`src/rtl/arb_mux_pkg.sv`:
```
// Shared definitions for the arbitrating mux: mode encodings, default sizes
// and the pointer-wrap helper used by the round-robin logic.
package arb_mux_pkg;

    typedef enum logic {
        MODE_RR    = 1'b0,
        MODE_FIXED = 1'b1
    } mode_e;

    localparam int DEFAULT_WIDTH = 32;
    localparam int DEFAULT_N     = 4;
    localparam int DEFAULT_SEL_W = 2;

    // Index following idx in a ring of n entries.
    function automatic int wrap_inc(input int idx, input int n);
        return (idx + 1 >= n) ? 0 : idx + 1;
    endfunction

endpackage

```
`src/rtl/arb_mux_if.sv`:
```
// Channel-side and output-side handshake bundle of arb_mux.
// Handshake: a word moves when valid and ready are both high at a rising CLK edge.
interface arb_mux_if
    import arb_mux_pkg::*;
#(
    parameter int WIDTH = DEFAULT_WIDTH,
    parameter int N     = DEFAULT_N,
    parameter int SEL_W = DEFAULT_SEL_W
) ();

    logic               MODE;
    logic [SEL_W-1:0]   S;
    logic [N*WIDTH-1:0] I_DATA;
    logic [N-1:0]       I_VALID;
    logic [N-1:0]       I_READY;
    logic [WIDTH-1:0]   O_DATA;
    logic               O_VALID;
    logic               O_READY;
    logic [SEL_W-1:0]   O_SEL;

    modport slave (
        input  MODE, S, I_DATA, I_VALID, O_READY,
        output I_READY, O_DATA, O_VALID, O_SEL
    );

    modport master (
        output MODE, S, I_DATA, I_VALID, O_READY,
        input  I_READY, O_DATA, O_VALID, O_SEL
    );

endinterface

```
`src/rtl/arb_mux_rr_grant.sv`:
```
// Rotating-priority search: grants the first requester at or above i_ptr,
// wrapping from N-1 back to 0.
module rr_grant
    import arb_mux_pkg::*;
#(
    parameter int N     = DEFAULT_N,
    parameter int SEL_W = DEFAULT_SEL_W
) (
    input  logic [N-1:0]     i_req,
    input  logic [SEL_W-1:0] i_ptr,
    output logic [N-1:0]     o_gnt,
    output logic [SEL_W-1:0] o_idx,
    output logic             o_any
);

    always_comb begin
        logic w_found;
        int   w_k;
        o_gnt   = '0;
        o_idx   = '0;
        w_found = 1'b0;
        for (int i = 0; i < N; i++) begin
            w_k = int'(i_ptr) + i;
            if (w_k >= N) w_k = w_k - N;
            if (!w_found && i_req[w_k]) begin
                o_gnt[w_k] = 1'b1;
                o_idx      = SEL_W'(w_k);
                w_found    = 1'b1;
            end
        end
        o_any = w_found;
    end

endmodule

```
`src/rtl/arb_mux.sv`:
```
// N-channel arbitrating mux with a single registered output entry; round-robin
// or fixed-select arbitration, full throughput when downstream is ready.
module arb_mux
    import arb_mux_pkg::*;
#(
    parameter int WIDTH = DEFAULT_WIDTH,
    parameter int N     = DEFAULT_N,
    parameter int SEL_W = DEFAULT_SEL_W
) (
    input  logic             CLK,
    input  logic             RST,
    arb_mux_if.slave         bus,
    output logic [SEL_W-1:0] o_dbg_ptr
);

    logic [N-1:0]     w_rr_gnt;
    logic [N-1:0]     w_fix_gnt;
    logic [N-1:0]     w_gnt;
    logic [SEL_W-1:0] w_rr_idx;
    logic [SEL_W-1:0] w_idx;
    logic             w_rr_any;
    logic             w_fixed;
    logic             w_can_load;
    logic             w_xfer;
    logic [WIDTH-1:0] w_data;

    logic [WIDTH-1:0] r_data;
    logic [SEL_W-1:0] r_sel;
    logic             r_valid;
    logic [SEL_W-1:0] r_ptr;

    rr_grant #(
        .N     (N),
        .SEL_W (SEL_W)
    ) u_rr_grant (
        .i_req (bus.I_VALID),
        .i_ptr (r_ptr),
        .o_gnt (w_rr_gnt),
        .o_idx (w_rr_idx),
        .o_any (w_rr_any)
    );

    // A select value with no matching channel (S >= N) simply matches nothing.
    always_comb begin
        w_fix_gnt = '0;
        for (int k = 0; k < N; k++) begin
            if (bus.S == SEL_W'(k)) w_fix_gnt[k] = bus.I_VALID[k];
        end
    end

    assign w_fixed    = (bus.MODE == MODE_FIXED);
    assign w_gnt      = w_fixed ? w_fix_gnt : w_rr_gnt;
    assign w_idx      = w_fixed ? bus.S : w_rr_idx;
    assign w_can_load = !r_valid || bus.O_READY;
    assign w_xfer     = RST && w_can_load && (|w_gnt);
    assign w_data     = bus.I_DATA[int'(w_idx)*WIDTH +: WIDTH];

    assign bus.I_READY = (RST && w_can_load) ? w_gnt : '0;
    assign bus.O_DATA  = r_data;
    assign bus.O_VALID = r_valid;
    assign bus.O_SEL   = r_sel;
    assign o_dbg_ptr   = r_ptr;

    always_ff @(posedge CLK or negedge RST) begin
        if (!RST) begin
            r_data  <= '0;
            r_sel   <= '0;
            r_valid <= 1'b0;
            r_ptr   <= '0;
        end else if (w_xfer) begin
            r_data  <= w_data;
            r_sel   <= w_idx;
            r_valid <= 1'b1;
            if (!w_fixed) r_ptr <= SEL_W'(wrap_inc(int'(w_idx), N));
        end else if (bus.O_READY) begin
            r_valid <= 1'b0;
        end
    end

    logic w_unused;
    assign w_unused = w_rr_any;

endmodule

```
`src/flat_wrapper.sv`:
```
// flat-port wrapper written by rule: the top's interface ports become plain ports
module arb_mux_flat import arb_mux_pkg::*;
#(
    parameter int WIDTH = DEFAULT_WIDTH,
    parameter int N     = DEFAULT_N,
    parameter int SEL_W = DEFAULT_SEL_W
)
  (CLK, RST, o_dbg_ptr, bus_MODE, bus_S, bus_I_DATA, bus_I_VALID, bus_O_READY, bus_I_READY, bus_O_DATA, bus_O_VALID, bus_O_SEL);
  arb_mux_if #(.WIDTH(WIDTH), .N(N), .SEL_W(SEL_W)) bus_i ();
  input  logic CLK;
  input  logic RST;
  output logic [SEL_W-1:0] o_dbg_ptr;
  input wire logic [$bits(bus_i.MODE)-1:0] bus_MODE;
  input wire logic [$bits(bus_i.S)-1:0] bus_S;
  input wire logic [$bits(bus_i.I_DATA)-1:0] bus_I_DATA;
  input wire logic [$bits(bus_i.I_VALID)-1:0] bus_I_VALID;
  input wire logic [$bits(bus_i.O_READY)-1:0] bus_O_READY;
  output wire logic [$bits(bus_i.I_READY)-1:0] bus_I_READY;
  output wire logic [$bits(bus_i.O_DATA)-1:0] bus_O_DATA;
  output wire logic [$bits(bus_i.O_VALID)-1:0] bus_O_VALID;
  output wire logic [$bits(bus_i.O_SEL)-1:0] bus_O_SEL;
  assign bus_i.MODE = bus_MODE;
  assign bus_i.S = bus_S;
  assign bus_i.I_DATA = bus_I_DATA;
  assign bus_i.I_VALID = bus_I_VALID;
  assign bus_i.O_READY = bus_O_READY;
  assign bus_I_READY = bus_i.I_READY;
  assign bus_O_DATA = bus_i.O_DATA;
  assign bus_O_VALID = bus_i.O_VALID;
  assign bus_O_SEL = bus_i.O_SEL;
  arb_mux #(.WIDTH(WIDTH), .N(N), .SEL_W(SEL_W)) u_core (.CLK(CLK), .RST(RST), .bus(bus_i), .o_dbg_ptr(o_dbg_ptr));
endmodule
```
`config.mk`:
```
export PLATFORM = sky130hd
export DESIGN_NAME = arb_mux_flat
export DESIGN_NICKNAME = d
export VERILOG_FILES = /design/src/rtl/arb_mux_pkg.sv /design/src/rtl/arb_mux_if.sv /design/src/rtl/arb_mux_rr_grant.sv /design/src/rtl/arb_mux.sv /design/src/flat_wrapper.sv
export SDC_FILE = /design/constraint.sdc
export NUM_CORES = 1
export LEC_CHECK = 0
export CAP_MARGIN = 25
export CORE_ASPECT_RATIO = 1.5
export CORE_MARGIN = 1.5
export CORE_UTILIZATION = 37
export CTS_CLUSTER_SIZE = 28
export DETAILED_ROUTE_END_ITERATION = 12
export PLACE_DENSITY = 0.81
export SLEW_MARGIN = 20
export SYNTH_ARGS = -nofsm -noshare
export SYNTH_HDL_FRONTEND = slang
export SYNTH_HIERARCHICAL = 1
export SYNTH_SLANG_ARGS = --single-unit
```
`constraint.sdc`:
```
create_clock -name CLK -period 4.7 [get_ports CLK]
set_input_delay 0.47 -clock CLK [delete_from_list [all_inputs] [get_ports CLK]]
set_output_delay 0.47 -clock CLK [all_outputs]
set_load 0.005 [all_outputs]
```
Word level (Yosys, flattened, before mapping)
Cells that the tools add are included.
{ "word_totals": {"reg_bits": 37, "output_inout_bits": 41, "elab_cells": 96} }
{ "op_classes": {"n_addsub": 8, "order_cmp": 13, "n_eq_ne": 3, "n_shift": 1, "muxes": 45, "n_bitwise": 4, "reduce_logical": 18} }
{ "ops": {"columns": ["operator", "n"], "rows": [
  ["32-bit by 1-bit >= comparator with 1-bit output, second input constant", 4],
  ["32-bit by 4-bit less-than comparator with 1-bit output, second input constant", 4],
  ["32-bit 2-to-1 mux", 4],
  ["128-bit by 8-bit variable part select with 32-bit output", 1],
  ["4-bit 2-to-1 mux", 6],
  ["1-bit 2-to-1 mux", 21],
  ["3-bit >= comparator, second input constant", 4],
  ["2-bit 2-to-1 mux", 6],
  ["4-bit bitwise OR", 3],
  ["3-bit by 3-bit subtractor with 4-bit output, second input constant", 3],
  ["1-bit logical AND", 9],
  ["1-bit binary-select mux with 2-bit select", 4],
  ["1-bit demux with 2-bit select", 4],
  ["2-bit by 1-bit adder with 3-bit output, second input constant", 2],
  ["2-bit by 2-bit adder with 3-bit output, second input constant", 2],
  ["2-bit == test, second input constant", 2],
  ["1-bit zero test", 4],
  ["4-bit OR reduction", 1],
  ["2-bit by 3-bit subtractor with 4-bit output, second input constant", 1],
  ["2-bit by 3-bit >= comparator with 1-bit output, second input constant", 1],
  ["2-bit by 1-bit == test with 1-bit output, second input constant", 1],
  ["2-bit zero test", 1],
  ["2-bit AND reduction", 1],
  ["2-bit nonzero test", 1],
  ["2 further kinds", 2]
]} }

Longest topological paths before layout
Gate-level depths: netlist (run 1).
{ "logic_depth": {"ltp_word": 19, "depth_mapped": 14, "depth_no_buf": 10} }

Modules after synthesis
Netlist (run 1), hierarchy kept.
{ "by_module_without_submodules": {"columns": ["mod", "instances", "cells_each", "area_per_inst_um2", "seq_area_each_um2"], "rows": [
  ["arb_mux", 1, 139, 2388.5, 925.9],
  ["rr_grant", 1, 48, 460.4, 0.0]
]} }

Worst setup path before layout (run 1)
No wires, ideal clock.
{ "synth_timing": {"path_type": "register to register", "start": "register u_core.r_ptr[0], in the netlist u_core/o_dbg_ptr[0]", "end": "register u_core.r_data[12], in the netlist u_core/bus.O_DATA[12]", "setup_ns": 0.125, "arrival_ns": 3.409, "path_slack_ns": 1.166, "path_stages_with_launch": 13, "synth_period_minus_slack_ns": 3.534, "cell_sequence": "dfrtp_1 -> buf_6 -> inv_1 -> ha_1 -> mux4_2 -> buf_6 -> nor4b_4 -> nor2_1 -> a32o_1 -> mux2i_1 -> clkbuf_1 -> mux4_2 -> mux2_4"} }
{ "synth_via": {"word_cells_on_any_way": 72, "cone_classes": "add/sub: 7; order compare: 12; shift: 1; mux: 37; bitwise: 3; reduce/logical: 12"} }
{ "synth_lines": {"columns": ["element", "line", "text"], "rows": [
  ["from (decl)", "arb_mux.sv:30", "logic [SEL_W-1:0] r_ptr;"],
  ["from (signal assigned)", "arb_mux.sv:74", "if (!w_fixed) r_ptr <= SEL_W'(wrap_inc(int'(w_idx), N));"],
  ["parallel branches: the longest is 14 deep, another holds 3-bit by 3-bit subtractor with 4-bit output", null, null],
  ["2-bit 2-to-1 mux *", "arb_mux_rr_grant.sv:25", "if (!w_found && i_req[w_k]) begin"],
  ["via u_core.w_rr_idx[1]", "arb_mux.sv:19", "logic [SEL_W-1:0] w_rr_idx;"],
  ["2-bit 2-to-1 mux *", "arb_mux.sv:53", "assign w_idx = w_fixed ? bus.S : w_rr_idx;"],
  ["128-bit by 8-bit variable part select with 32-bit output *", "arb_mux.sv:56", "assign w_data = bus.I_DATA[int'(w_idx)*WIDTH +: WIDTH];"],
  ["to (signal assigned)", "arb_mux.sv:71", "r_data <= w_data;"],
  ["to (decl)", "arb_mux.sv:27", "logic [WIDTH-1:0] r_data;"]
]} }
Mark *: on every way through the listed nets, which the timed path passes. The select of a mux whose other input is x is not followed.
A chain may end at the register's enable or synchronous reset.

Worst setup path in the final report (run 1)
{ "layout_timing": {"start": "register u_core.r_ptr[1], in the netlist u_core/o_dbg_ptr[1]", "end": "register u_core.r_data[20], in the netlist u_core/bus.O_DATA[20]"} }
Same word-level chain as after synthesis.

==> run_results.csv, run 1 <==
group,metric,value,unit
global_route,grt_start_max_net_pins,39,
clock_tree,clk_path_buf_depth,2,
sta,tightest_slew,0.721,ns
power_and_ir_drop,p_per_area,576,mW/mm²
yosys,synth_nets,332,
sta,clock-skew-final,0.00547,ns
power_and_ir_drop,finalPower,2830,µW
power_and_ir_drop,seqPwrFrac,21.2,%
clock_tree,ctsHoldBuffers,0,
sta,fin_tns_setup,0,ns
clock_tree,cts_root_buf,"clkbuf_16",
clock_tree,htree_levels,2,
clock_tree,clk_pin_slew,0.06,ns
finish,nets,513,
routing,wl_per_cell,17.3,µm
worst_setup_path,worst-path-max-fanout,12,
power_and_ir_drop,ir_drop,0.000290,V
yosys,avgSynthCellArea,15.3,µm²
clock_tree,post-cts-setup-buffer-count,0,
flow_run,maxCapViolations,0,
finish,diodes,0,
routing,drt-initial-drc-count,73,
power_and_ir_drop,p_sw_share,33.1,%
placement,place_ws,0.723,ns
floorplanning,dieArea,0.00823,mm²
finish,drive_gt1_share,23.9,%
status,status,"finished clean",
routing,drt_pre_antenna_iters,4,
worst_setup_path,reg2reg_depth,10,
finish,area_growth,72.9,%
worst_setup_path,r2r_slack,0.85,ns
worst_setup_path,cp-start-kind,"flip-flop",
sta,max_freq,259,MHz
routing,vias,2413,
placement,gp_congestion,0.886,
worst_setup_path,r2r-end,"u_core/bus.O_DATA[20]$_DFFE_PN0P_",
placement,port_buffers,178,
sta,timing.final.crit_share,82.0,%
clock_tree,cts.repair.resized,0,
clock_tree,clkLatencyLatePin,0.28,ns
sta,timing.hold.ws,0.232,ns
global_route,globalRouteTotalUtil,20.3,%
worst_setup_path,r2r_start,"u_core/o_dbg_ptr[1]$_DFFE_PN0P_",
yosys,synthCells,186,
floorplanning,start_util,37.8,%
routing,drc,0,
routing,routed_via_density,5.13,
clock_tree,numCtsBuffers,5,
sta,hold_violations,0,
floorplanning,die_height,110,µm
floorplanning,core,0.00751,mm²
sta,slew_violations,0,
worst_setup_path,cp_data_required_time,4.86,ns
global_route,grt_pass1_vias,2571,
sta,finalSetupViolations,0,
sta,worst_slack,0.846,ns
worst_setup_path,crit_type,"flip-flop to flip-flop",
global_route,antenna_found_initial,0,
worst_setup_path,worstPathArrival,4.02,ns
power_and_ir_drop,power_frac_comb,66.2,%
worst_setup_path,end_kind,"flip-flop",
global_route,overflow,0,
power_and_ir_drop,clkPwrFrac,12.6,%
floorplanning,die-width,74.6,µm
power_and_ir_drop,p_leak,0.00196,µW
placement,place_hpwl,6620,µm
sta,period_needed,3.85,ns
global_route,grt_pass1_wl,12400,µm
sta,rsz0062_at_grt,"no",
floorplanning,pin_count,179,
sta,relSlewSlack,51.5,%
yosys,yosysWarnings,6,
power_and_ir_drop,internal-power,1890,µW
worst_hold_path,min_path_type,"input pin to async pin",
placement,dp.cells,462,
floorplanning,rows,39,
clock_tree,clock-sinks,37,
yosys,syn_area,0.00284,mm²
routing,routed_wl,8120,µm
clock_tree,tritoncts,"done",
routing,ant_nets,0,
power_and_ir_drop,p_sw,938,µW
finish,fin_cells,470,
## how the worst max path moves through the flow
stage / start / endpoint / depth (start not counted)
2_1_floorplan: u_core/o_dbg_ptr[0]$_DFFE_PN0P_ / u_core/bus.O_DATA[12]$_DFFE_PN0P_ / 12
5_1_grt: u_core/o_dbg_ptr[1]$_DFFE_PN0P_ / bus_I_READY[1] / 9
6_report: u_core/o_dbg_ptr[1]$_DFFE_PN0P_ / u_core/bus.O_DATA[20]$_DFFE_PN0P_ / 10
3_5_place_dp: bus_I_VALID[2] / u_core/bus.O_DATA[20]$_DFFE_PN0P_ / 9
3_3_place_gp: bus_I_VALID[2] / u_core/bus.O_DATA[17]$_DFFE_PN0P_ / 9
4_1_cts: u_core/o_dbg_ptr[1]$_DFFE_PN0P_ / u_core/bus.O_DATA[20]$_DFFE_PN0P_ / 10
## registers in the layout (all words and copies together) (netlist names)
| name | count |
|---|---|
| u_core/bus.O_DATA | 32 |
| u_core/bus.O_SEL | 2 |
| u_core/bus.O_VALID | 1 |
| u_core/o_dbg_ptr | 2 |
## critical path: stages, from the launching register on
cell and delay (ns):
dfrtp_1 0.60, inv_1 0.20, ha_1 0.42, mux4_2 0.46, nor4b_4 0.41, nor2_1 0.09
a32o_1 0.27, mux2i_4 0.41, buf_4 0.27, mux4_2 0.33, mux2_4 0.27
## power groups by stage
stage	Clock [µW]	Combinational, µW	Sequential, µW
2_1_floorplan	0	1200	605
3_3_place_gp	0	1860	597
3_5_place_dp	0	1890	596
4_1_cts	363	1890	603
5_1_grt	375	2010	624
6_report	356	1870	602
## placed cells by master, fill, tap and decap left out, types with 2 or more instances in the layout
cell and n:
o21ai_0 6, clkdlybuf4s50_1 177, mux2i_4 2, mux2i_1 2, ha_1 8, mux4_1 6, buf_4 8, mux2_2 7
clkbuf_16 5, inv_1 8, a32oi_1 2, clkbuf_8 2, nor2_1 8, dfrtp_1 37, a21oi_1 5, mux4_2 30
a22oi_1 8, mux2_4 28, nand2_1 2
## layer usage
metal	part of all wire, %	global-route usage (%)
met2	57	37.9
met1	34	21.8
met5	0	0
met4	2.2	7.92
met3	6.7	4.45
## metrics by stage
| step | util (%) | instance area [µm²] |
|---|---|---|
| global route | 65.4 | 4920 |
| detailed placement | 63.3 | 4750 |
| global placement | 63.3 | 4750 |
| floorplan | - | 2840 |
| finish | 65.4 | 4920 |
| CTS | 65.4 | 4920 |
## final cells by class
class / count / area (µm²)
flip-flops and latches: 37 / 926
repair buffers: 187 / 1860
multi-input cells: 128 / 1810
well taps: 102 / 128
clock inverters: 1 / 8.76
inverters: 8 / 30.0
clock buffers: 7 / 153
fillers: 574 / 2600
Note: power is estimated with default switching activity, not from simulation.
==> run 2: changes to the inputs <==
CORE_UTILIZATION = 34   (was 37)
PLACE_DENSITY = 0.78   (was 0.81)
clock period = 3.4 ns   (was 4.7 ns; I/O delays follow)
==> run 2 against run 1 <==
Compared with the run above:
- first-iteration DRC count rose by 18%
- sequential power rose by 37%
- hold slack got worse by 0.059 ns
- clock power rose by 54%
- critical path type is now flip-flop to output pin
- non-clock buffer count rose by 18
- core utilization fell by 2.1 points
- critical path depth rose by 1
- critical endpoint is now bus_I_READY[1]
- global-route usage rose by 0.82 points
- setup slack got worse by 0.75 ns
- cell count rose by 4.5%
- die area rose by 8.5%
- register-to-register slack got worse by 0.70 ns
==> run_results.csv, run 2 (synthesized netlist as in run 1, its figures left out) <==
group,metric,value,unit
status,status,"finished clean",
floorplanning,core,0.00806,mm²
sta,clock-skew-final,0.00615,ns
placement,place_hpwl,7410,µm
finish,area_growth,79.6,%
worst_setup_path,cp-start-kind,"flip-flop",
floorplanning,start_util,35.3,%
clock_tree,clk_pin_slew,0.06,ns
power_and_ir_drop,finalPower,4230,µW
worst_setup_path,crit_top_cell,"buf_4",
clock_tree,numCtsBuffers,5,
placement,gp_congestion,0.901,
floorplanning,dieArea,0.00893,mm²
global_route,overflow,0,
clock_tree,htree_levels,2,
global_route,grt_start_max_net_pins,38,
finish,diodes,0,
finish,largest_register_ffs,32,
global_route,antenna_found_initial,0,
routing,met2_length,5230,µm
finish,nets,531,
routing,drt-initial-drc-count,86,
worst_hold_path,min_path_type,"input pin to async pin",
placement,place_ws,-0.0496,ns
clock_tree,cts_root_buf,"clkbuf_16",
routing,routed_via_density,5.21,
placement,placedInstanceArea,0.00488,mm²
routing,wl_per_cell,18.4,µm
routing,top_layer_used,"met4",
worst_setup_path,cp_cell_sequence,"inv_1, ha_1, buf_4, mux4_1, nor4b_4, buf_4, a22oi_1, o21ai_0, a21oi_2, nor2_1, clkdlybuf4s50_1",
finish,layout_commonest_cell,"clkdlybuf4s50_1",
clock_tree,clk_path_buf_depth,2,
power_and_ir_drop,p_leak,0.00207,µW
worst_setup_path,cp_data_required_time,3.06,ns
floorplanning,die-width,77.7,µm
routing,drt_pre_antenna_iters,4,
sta,worst_slack,0.0961,ns
sta,tightest_slew,0.712,ns
power_and_ir_drop,p_per_area,828,mW/mm²
sta,hold_violations,0,
routing,wl_met3,546,µm
routing,wl_met1,2890,µm
sta,max_freq,303,MHz
routing,vias,2556,
worst_setup_path,end_kind,"output pin",
routing,drc,0,
worst_setup_path,critPathSlowestCell,"clkdlybuf4s50_1",
sta,timing.final.crit_share,97.2,%
floorplanning,pin_count,179,
power_and_ir_drop,ir_drop,0.000402,V
routing,ant_nets,0,
finish,final_area,0.00510,mm²
clock_tree,tritoncts,"done",
sta,finalSetupViolations,0,
global_route,grt_pass1_wl,14300,µm
global_route,globalRouteTotalUtil,21.2,%
global_route,grt_pass1_vias,2972,
placement,port_buffers,178,
finish,fillers,654,
clock_tree,clock-sinks,37,
routing,routed_wl,9050,µm
worst_setup_path,crit_type,"flip-flop to output pin",
flow_run,maxCapViolations,0,
worst_setup_path,worstPathArrival,2.96,ns
sta,period_needed,3.30,ns
sta,rsz0062_at_grt,"yes",
finish,layout_common_cells,"176 x clkdlybuf4s50_1, 36 x dfrtp_1, 31 x mux4_2, 28 x mux2_4, 24 x buf_4",
worst_setup_path,worst-path-max-fanout,7,
worst_setup_path,cp_slowest_stage_delay,0.47,ns
floorplanning,rows,40,
finish,drive_gt1_share,28.8,%
clock_tree,clkLatencyLatePin,0.28,ns
floorplanning,die_height,115,µm
sta,slew_violations,0,
sta,relSlewSlack,52.1,%
==> run 2: changes by cell type in the layout (fill, tap and decap cells not counted), sizes merged <==
cell and delta:
inv -1, bufinv +1, clkdlybuf4s50 -1, buf +18, dlymetal6s2s +1
==> run 2: path summary, 6_finish.rpt <==
kind | depth (start not counted) | endpoint | start | slack [ns]
min in group CLK | 1 | u_core/bus.O_DATA[31]$_DFFE_PN0P_ | u_core/bus.O_DATA[31]$_DFFE_PN0P_ | 0.51
min reg2reg | 1 | u_core/bus.O_DATA[31]$_DFFE_PN0P_ | u_core/bus.O_DATA[31]$_DFFE_PN0P_ | 0.51
max | 11 | bus_I_READY[1] | u_core/o_dbg_ptr[0]$_DFFE_PN0P_ | 0.1
min | 2 | u_core/bus.O_DATA[26]$_DFFE_PN0P_ | RST | 0.17
max reg2reg | 11 | u_core/bus.O_DATA[23]$_DFFE_PN0P_ | u_core/o_dbg_ptr[0]$_DFFE_PN0P_ | 0.15
max in group asynchronous | 2 | u_core/o_dbg_ptr[0]$_DFFE_PN0P_ | RST | 2.84
==> run 2: routing by layer <==
metal,vias to the layer above,GRT usage [%]
li1,1147,-
met1,1246,20.0
met2,136,41.2
met3,27,4.92
met4,0,11.4
met5,-,0
==> run 2: power by group <==
| part | leakage [µW] | switching, µW | total (µW) | internal [µW] |
|---|---|---|---|---|
| combinational | 0.00155 | 1060 | 2850 | 1790 |
| clock | 0.0000841 | 181 | 548 | 366 |
| sequential | 0.000433 | 147 | 827 | 680 |
| total | 0.00207 | 1390 | 4230 | 2830 |
==> run 2: critical path, delay by kind of cell (launching register included) <==
| kind | cells | cell delay [ns] |
|---|---|---|
| flops | 1 | 0.44 |
| fa+ha+maj | 1 | 0.32 |
| mux | 1 | 0.31 |
| buf+inv | 4 | 0.82 |
| simple gates | 2 | 0.22 |
| compound gates | 3 | 0.56 |
==> run 2: cell type report <==
cell class	instances	area [µm²]	share of cell area [%]
timing repair buffer	205	2010	39.4
multi-input combinational	128	1830	35.9
sequential	37	927	18.2
clock buffer	7	143	2.79
tap	105	131	2.57
clock inverter	1	30.0	0.588
inverter	8	30.0	0.588
==> run 2: timing repair <==
action | CTS | global route
hold buffers | 0 | 0
pin swaps | 0 | 2
gates resized for setup | 3 | 8
setup endpoints to repair | 4 | 16
cloned | 0 | 0
buffers inserted | 0 | 3
==> run 2: stage by stage <==
stage,utilization (%),hold WS [ns],instances,setup TNS [ns]
5_1_grt,63.4,0.226,491,-0.0616
6_report,63.4,0.173,491,0
2_1_floorplan,-,0.0444,186,0
3_3_place_gp,60.6,0.491,480,0
3_5_place_dp,60.6,0.495,480,-0.652
4_1_cts,62.9,0.208,488,0
